## config.mk

```make
export PLATFORM = sky130hd
export DESIGN_NAME = gfx_rom_sdram_arbiter
export DESIGN_NICKNAME = d
export VERILOG_FILES = /design/src/rtl/gfx_rom_pkg.sv /design/src/rtl/gfx_rom_sdram_arbiter_rr_pick.sv /design/src/rtl/gfx_rom_sdram_arbiter.sv
export SDC_FILE = /design/constraint.sdc
export NUM_CORES = 1
export LEC_CHECK = 0
export ABC_AREA = 1
export CAP_MARGIN = 5
export CORE_ASPECT_RATIO = 0.9
export CORE_MARGIN = 2
export CORE_UTILIZATION = 49
export DETAILED_ROUTE_END_ITERATION = 10
export PLACE_DENSITY_LB_ADDON = 0.05
export SETUP_SLACK_MARGIN = 0.2
export SLEW_MARGIN = 20
export SYNTH_ARGS = -nofsm -noshare
export SYNTH_HDL_FRONTEND = slang
export SYNTH_SLANG_ARGS = --single-unit
```

## constraint.sdc

```tcl
create_clock -name clk -period 4.2 [get_ports clk]
set_input_delay 1.26 -clock clk [delete_from_list [all_inputs] [get_ports clk]]
set_output_delay 1.26 -clock clk [all_outputs]
set_load 0.005 [all_outputs]
```

## src/rtl/gfx_rom_pkg.sv

```systemverilog
// Shared types and constants for the graphics ROM SDRAM arbiter.
// Region bases map each client's word address into SDRAM.
package gfx_rom_pkg;

    localparam int CLI_BACK1 = 0;
    localparam int CLI_BACK2 = 1;
    localparam int CLI_SPR   = 2;

    localparam logic [23:0] REGION_BASE [3] = '{
        24'h020000,
        24'h030000,
        24'h040000
    };

    typedef enum logic [1:0] {
        IDLE,
        ISSUE,
        WAIT
    } arb_state_t;

    function automatic logic [23:0] region_base(input logic [1:0] idx);
        logic [23:0] base;
        case (idx)
            2'd0:    base = REGION_BASE[CLI_BACK1];
            2'd1:    base = REGION_BASE[CLI_BACK2];
            2'd2:    base = REGION_BASE[CLI_SPR];
            default: base = '0;
        endcase
        return base;
    endfunction

endpackage

```

## src/rtl/gfx_rom_sdram_arbiter_rr_pick.sv

```systemverilog
// Round-robin pick: first pending index at or after ptr, cyclic.
// Purely combinational; ptr is assumed to be below N.
module rr_priority_pick
    import gfx_rom_pkg::*;
#(
    parameter int N  = 3,
    parameter int IW = 2
) (
    input  logic [N-1:0]  pend,
    input  logic [IW-1:0] ptr,
    output logic [N-1:0]  gnt,
    output logic [IW-1:0] idx
);

    function automatic logic [IW-1:0] wrap(
        input logic [IW-1:0] p,
        input int            k
    );
        int s;
        s = int'(p) + k;
        if (s >= N) s = s - N;
        return IW'(s);
    endfunction

    logic [IW-1:0] cand;
    logic          found;

    always_comb begin
        gnt   = '0;
        idx   = '0;
        cand  = '0;
        found = 1'b0;
        for (int k = 0; k < N; k++) begin
            cand = wrap(ptr, k);
            if (!found && pend[cand]) begin
                found     = 1'b1;
                idx       = cand;
                gnt[cand] = 1'b1;
            end
        end
    end

endmodule

```

## src/rtl/gfx_rom_sdram_arbiter.sv

```systemverilog
// Shares one SDRAM read port among toggle-handshake graphics clients,
// refetching when a client's address moves while its read is in flight.
module gfx_rom_sdram_arbiter
    import gfx_rom_pkg::*;
#(
    parameter int NUM_CLIENTS = 3,
    parameter int CLI_AW      = 24,
    parameter int MAX_REFETCH = 3
) (
    input  logic                          clk,
    input  logic                          RESET,
    input  logic [NUM_CLIENTS*CLI_AW-1:0] cli_addr,
    input  logic [NUM_CLIENTS-1:0]        cli_req,
    output logic [NUM_CLIENTS-1:0]        cli_ack,
    output logic [NUM_CLIENTS*16-1:0]     cli_data,
    output logic [23:0]                   sd_addr,
    output logic                          sd_rd,
    input  logic                          sd_rdy,
    input  logic [15:0]                   sd_data,
    input  logic                          sd_valid,
    output logic                          busy
);

    localparam int IW = (NUM_CLIENTS > 1) ? $clog2(NUM_CLIENTS) : 1;
    localparam int CW = $clog2(MAX_REFETCH + 1);

    arb_state_t              state_q, state_d;
    logic [IW-1:0]           rr_q, rr_d;
    logic [IW-1:0]           g_q, g_d;
    logic [CW-1:0]           cnt_q, cnt_d;
    logic [CLI_AW-1:0]       cap_q, cap_d;
    logic [23:0]             sd_addr_q, sd_addr_d;
    logic                    sd_rd_q, sd_rd_d;
    logic [NUM_CLIENTS-1:0]  ack_q, ack_d;
    logic [15:0]             data_q [NUM_CLIENTS];
    logic [15:0]             data_d [NUM_CLIENTS];

    logic [CLI_AW-1:0]       addr_arr [NUM_CLIENTS];
    logic [NUM_CLIENTS-1:0]  pick_gnt;
    logic [IW-1:0]           pick_idx;

    for (genvar i = 0; i < NUM_CLIENTS; i++) begin : g_cli
        assign addr_arr[i]        = cli_addr[i*CLI_AW +: CLI_AW];
        assign cli_data[i*16 +: 16] = data_q[i];
    end

    rr_priority_pick #(
        .N  (NUM_CLIENTS),
        .IW (IW)
    ) u_pick (
        .pend (cli_req ^ ack_q),
        .ptr  (rr_q),
        .gnt  (pick_gnt),
        .idx  (pick_idx)
    );

    // Region add wraps silently at 24 bits.
    function automatic logic [23:0] phys(
        input logic [IW-1:0]     g,
        input logic [CLI_AW-1:0] a
    );
        return region_base(2'(g)) + 24'(a);
    endfunction

    always_comb begin
        state_d   = state_q;
        rr_d      = rr_q;
        g_d       = g_q;
        cnt_d     = cnt_q;
        cap_d     = cap_q;
        sd_addr_d = sd_addr_q;
        sd_rd_d   = sd_rd_q;
        ack_d     = ack_q;
        data_d    = data_q;
        unique case (state_q)
            IDLE: begin
                if (|pick_gnt) begin
                    g_d       = pick_idx;
                    cap_d     = addr_arr[pick_idx];
                    sd_addr_d = phys(pick_idx, addr_arr[pick_idx]);
                    sd_rd_d   = 1'b1;
                    state_d   = ISSUE;
                end
            end
            ISSUE: begin
                if (sd_rdy) begin
                    sd_rd_d = 1'b0;
                    state_d = WAIT;
                end
            end
            WAIT: begin
                if (sd_valid) begin
                    if (addr_arr[g_q] == cap_q ||
                        cnt_q == CW'(MAX_REFETCH)) begin
                        data_d[g_q] = sd_data;
                        ack_d[g_q]  = ~ack_q[g_q];
                        rr_d        = (g_q == IW'(NUM_CLIENTS - 1))
                                      ? '0 : g_q + 1'b1;
                        cnt_d       = '0;
                        state_d     = IDLE;
                    end else begin
                        cap_d     = addr_arr[g_q];
                        sd_addr_d = phys(g_q, addr_arr[g_q]);
                        sd_rd_d   = 1'b1;
                        cnt_d     = cnt_q + 1'b1;
                        state_d   = ISSUE;
                    end
                end
            end
            default: state_d = IDLE;
        endcase
    end

    always_ff @(posedge clk or posedge RESET) begin
        if (RESET) begin
            state_q   <= IDLE;
            rr_q      <= '0;
            g_q       <= '0;
            cnt_q     <= '0;
            cap_q     <= '0;
            sd_addr_q <= '0;
            sd_rd_q   <= 1'b0;
            ack_q     <= '0;
            for (int i = 0; i < NUM_CLIENTS; i++) data_q[i] <= '0;
        end else begin
            state_q   <= state_d;
            rr_q      <= rr_d;
            g_q       <= g_d;
            cnt_q     <= cnt_d;
            cap_q     <= cap_d;
            sd_addr_q <= sd_addr_d;
            sd_rd_q   <= sd_rd_d;
            ack_q     <= ack_d;
            data_q    <= data_d;
        end
    end

    assign cli_ack = ack_q;
    assign sd_addr = sd_addr_q;
    assign sd_rd   = sd_rd_q;
    assign busy    = (state_q != IDLE);

endmodule

```

==> impl_metrics.toml <==
[logic_synthesis]
synthesis.area_um2 = 6220
synth_top_area_share_pct = 37.0
yosysUniqueCellTypes = 42
yosysTopAreaCell = "dfrtp_1"
synth_edf_count = 0
synthCells = 804
synth-seq-area-share_pct = 37.0
synth.avg_cell_area_um2 = 7.73
syn_nets = 912
async_flop_share_pct = 100
synth_ff_type = "dfrtp_1"
ys_top_cells_by_area = "dfrtp_1 (37%), nand2_1 (14%), o21ai_2 (6.6%)"
yosys_warnings = 0
ys_ff_latch = 92

[final_layout]
post-route-cell-area_um2 = 8370
syn_to_final_growth_pct = 34.6
post-route-util_pct = 66.7
insertedDiodeCount = 0
fill_cells = 1038
drive_above_1_share_pct = 18.6
fin_nets = 1076

[global_route]
grt-ovfl-total = 0
grt_use_total_pct = 27.2
antenna_found_initial = 0
grt_start_max_net_pins = 60
grt_pass1_vias = 5838
grt_pass1_wl_mm = 29.3

[critical_path]
ff2ff_setup_slack_ps = 790
r2r-end = "sd_addr[22]"
critPathTopFamily = "simple AND/OR/NAND/NOR gates"
crit_fanout = 5
cp_num_cells = 23
endpoint_kind = "register"
critPathKind = "input port to register"
endpoint = "sd_addr[22]"
path_common_cell = "nand2_1"
cpMaxStageDelayCell = "fa_2"
startpoint_type = "input port"
cp-startpoint = "cli_req[0]"
critPathBufInv = 4
crit_chain = "dlymetal6s2s_1 > inv_1 > nand2_1 > nand3_1 > nand3_2 > nand2_4 > nand3_1 > inv_1 > nand2_1 > nand3_2 > nor2_2 > a22oi_1 > nand2_1 > ha_2 > fa_2 > a21oi_1 > inv_1 > nand3_2 > nor2_1 > nand2_1 > nand2_1 > nand3_1 > a21oi_2"
r2r-start = "rr_q[0]"
cpPeakStageDelay_ps = 350
reg2regPathDepth = 23
critPathRequiredTime_ps = 4440
cp.arrival_ps = 3800

[clock_network]
clk_pin_slew_ps = 70
numCtsBuffers = 9
clock_sinks = 92
clock-root-buffer = "clkbuf_16"
htreeDepth = 3
cts.path.max_buffers = 2
cts_tree = "built"
clk_latency_ps = 350

[detailed_routing]
avgRoutedWirePerCell_um = 16.0
drcViolationCount = 0
first_pass_iters = 7
vias = 6034
vias_per_cell = 5.31
drtIter0Drc = 458
final_antenna_net_count = 0
routed_wirelength_mm = 18.2

[outcome]
outcome = "finished, final reports clean"

[sta]
finClkSkew_ps = 6.26
rsz0062_at_grt = "no"
timing.final.crit_share_pct = 84.8
report.final.slew_viol_count = 0
fmax_mhz = 281
worst_pin_slew_ps = 820
max-slew-margin-rel_pct = 45.3
hold_violations = 0
period_minus_slack_ps = 3560
setup_viol = 0

[placed_design]
place_area_um2 = 7960
hpwl_mm = 13.0
gp_congestion = 0.934
port_buffers = 171

[die]
fp.dieH_um = 111
fp.dieW_um = 123
num_rows = 39
core_area_um2 = 12500
num_io_pins = 172
die_area_um2 = 13600
initial_core_util_pct = 49.6

[worst_hold_path]
hold_path_class = "register to register"

[power_and_ir_drop]
cellPowerDensity_nw_per_um2 = 909
peakVddDrop_uv = 424
total_power_mw = 7.61
leakage_nw = 3.93

[job]
cap_violations = 0
-- how the worst min path moves through the flow --
| stage | to | from | cells past startpoint | slack [ps] |
|---|---|---|---|---|
| after detailed placement | sd_rd | sd_rd | 2 | 470 |
| final | sd_rd | sd_rd | 2 | 480 |
| after CTS | sd_rd | sd_rd | 2 | 490 |
| after global placement | sd_rd | sd_rd | 2 | 460 |
| after global routing | cli_data[25] | cli_data[25] | 2 | 510 |
| after floorplan | sd_rd | sd_rd | 2 | 460 |
-- layer usage --
layer,global-route usage (%),up-vias,share of wire (%)
met5,0,-,0
met4,9.58,0,1.5
met3,6.38,19,7.9
met2,43.6,212,47
met1,35.7,2866,44
li1,-,2937,-
-- layout by cell type, fill, tap and decap left out, types with 13 or more instances in the layout --
cell type and instances:
nand2_1 226, clkdlybuf4s50_1 168, dfrtp_1 92, inv_1 56, o21ai_2 46, nand3_1 44, nor2_1 44, o21ai_0 43
nand2_2 32, buf_4 30, o21ai_1 26, a21oi_1 23, xor2_1 22, a22oi_1 15, nand3_2 13
-- timing repair --
item,in CTS,in global routing
endpoints found under the setup margin,0,13
buffers inserted,0,2
hold buffers,0,0
gates resized for setup,0,29
-- synth_stat cells (4+ instances only) --
| library cell | n |
|---|---|
| inv_2 | 9 |
| o211ai_1 | 4 |
| buf_4 | 16 |
| ha_1 | 11 |
| nand2_1 | 236 |
| nand3_2 | 11 |
| nand3_1 | 46 |
| o21ai_0 | 43 |
| inv_1 | 58 |
| a22oi_1 | 15 |
| nand2_2 | 25 |
| a21oi_1 | 24 |
| buf_6 | 14 |
| o21ai_2 | 47 |
| buf_2 | 6 |
| clkbuf_1 | 7 |
| o21ai_1 | 26 |
| nor2_2 | 5 |
| nand4_1 | 6 |
| xor2_1 | 22 |
| nor2_1 | 48 |
| dfrtp_1 | 92 |
-- final cells by class --
| cell class | instances | area, um^2 | area share (%) |
|---|---|---|---|
| repair buffers | 202 | 1960 | 23.5 |
| clock inverters | 6 | 47.5 | 0.568 |
| clock buffers | 10 | 239 | 2.86 |
| inverters | 69 | 268 | 3.20 |
| flip-flops and latches | 92 | 2300 | 27.5 |
| well taps | 164 | 205 | 2.45 |
| multi-input cells | 594 | 3340 | 39.9 |
-- worst min-delay path, delay by kind of cell (launching register included) --
| kind | cells | cell delay [ps] |
|---|---|---|
| simple gates | 2 | 100 |
| flops | 1 | 350 |
-- state kept, by name, indices dropped and copies added (netlist names) --
signal	cells
cap_q	24
cli_ack	3
cli_data	48
cnt_q	2
g_q	2
rr_q	2
sd_addr	8
sd_rd	1
state_q	2
-- where the power goes --
| group | internal, mW | total [mW] | switching [mW] |
|---|---|---|---|
| clock network | 0.423 | 0.794 | 0.371 |
| registers | 1.24 | 1.50 | 0.267 |
| logic | 2.25 | 5.31 | 3.06 |
| total | 3.91 | 7.61 | 3.69 |
-- metrics by stage --
step	TNS (ps)	worst slack, ps	hold WS [ps]	std cells
4_1_cts	0	242	488	1135
5_1_grt	0	379	505	1137
3_5_place_dp	-354	-140	469	1119
6_report	0	639	481	1137
2_1_floorplan	0	368	464	804
3_3_place_gp	-34.2	-34.2	464	1119
-- cell families (layout without fill, tap and decap cells) --
family | after synthesis | count (layout) | share of synthesized area, %
adder cells (fa/ha/maj) | 13 | 13 | 2.86
buffers and inverters | 118 | 287 | 10.8
XOR/XNOR | 24 | 24 | 3.38
AO/OA/AOI/OAI | 170 | 170 | 17.9
AND/OR/NAND/NOR | 387 | 387 | 27.9
flip-flops | 92 | 92 | 37.0
Power figures use the tool's default switching activity.
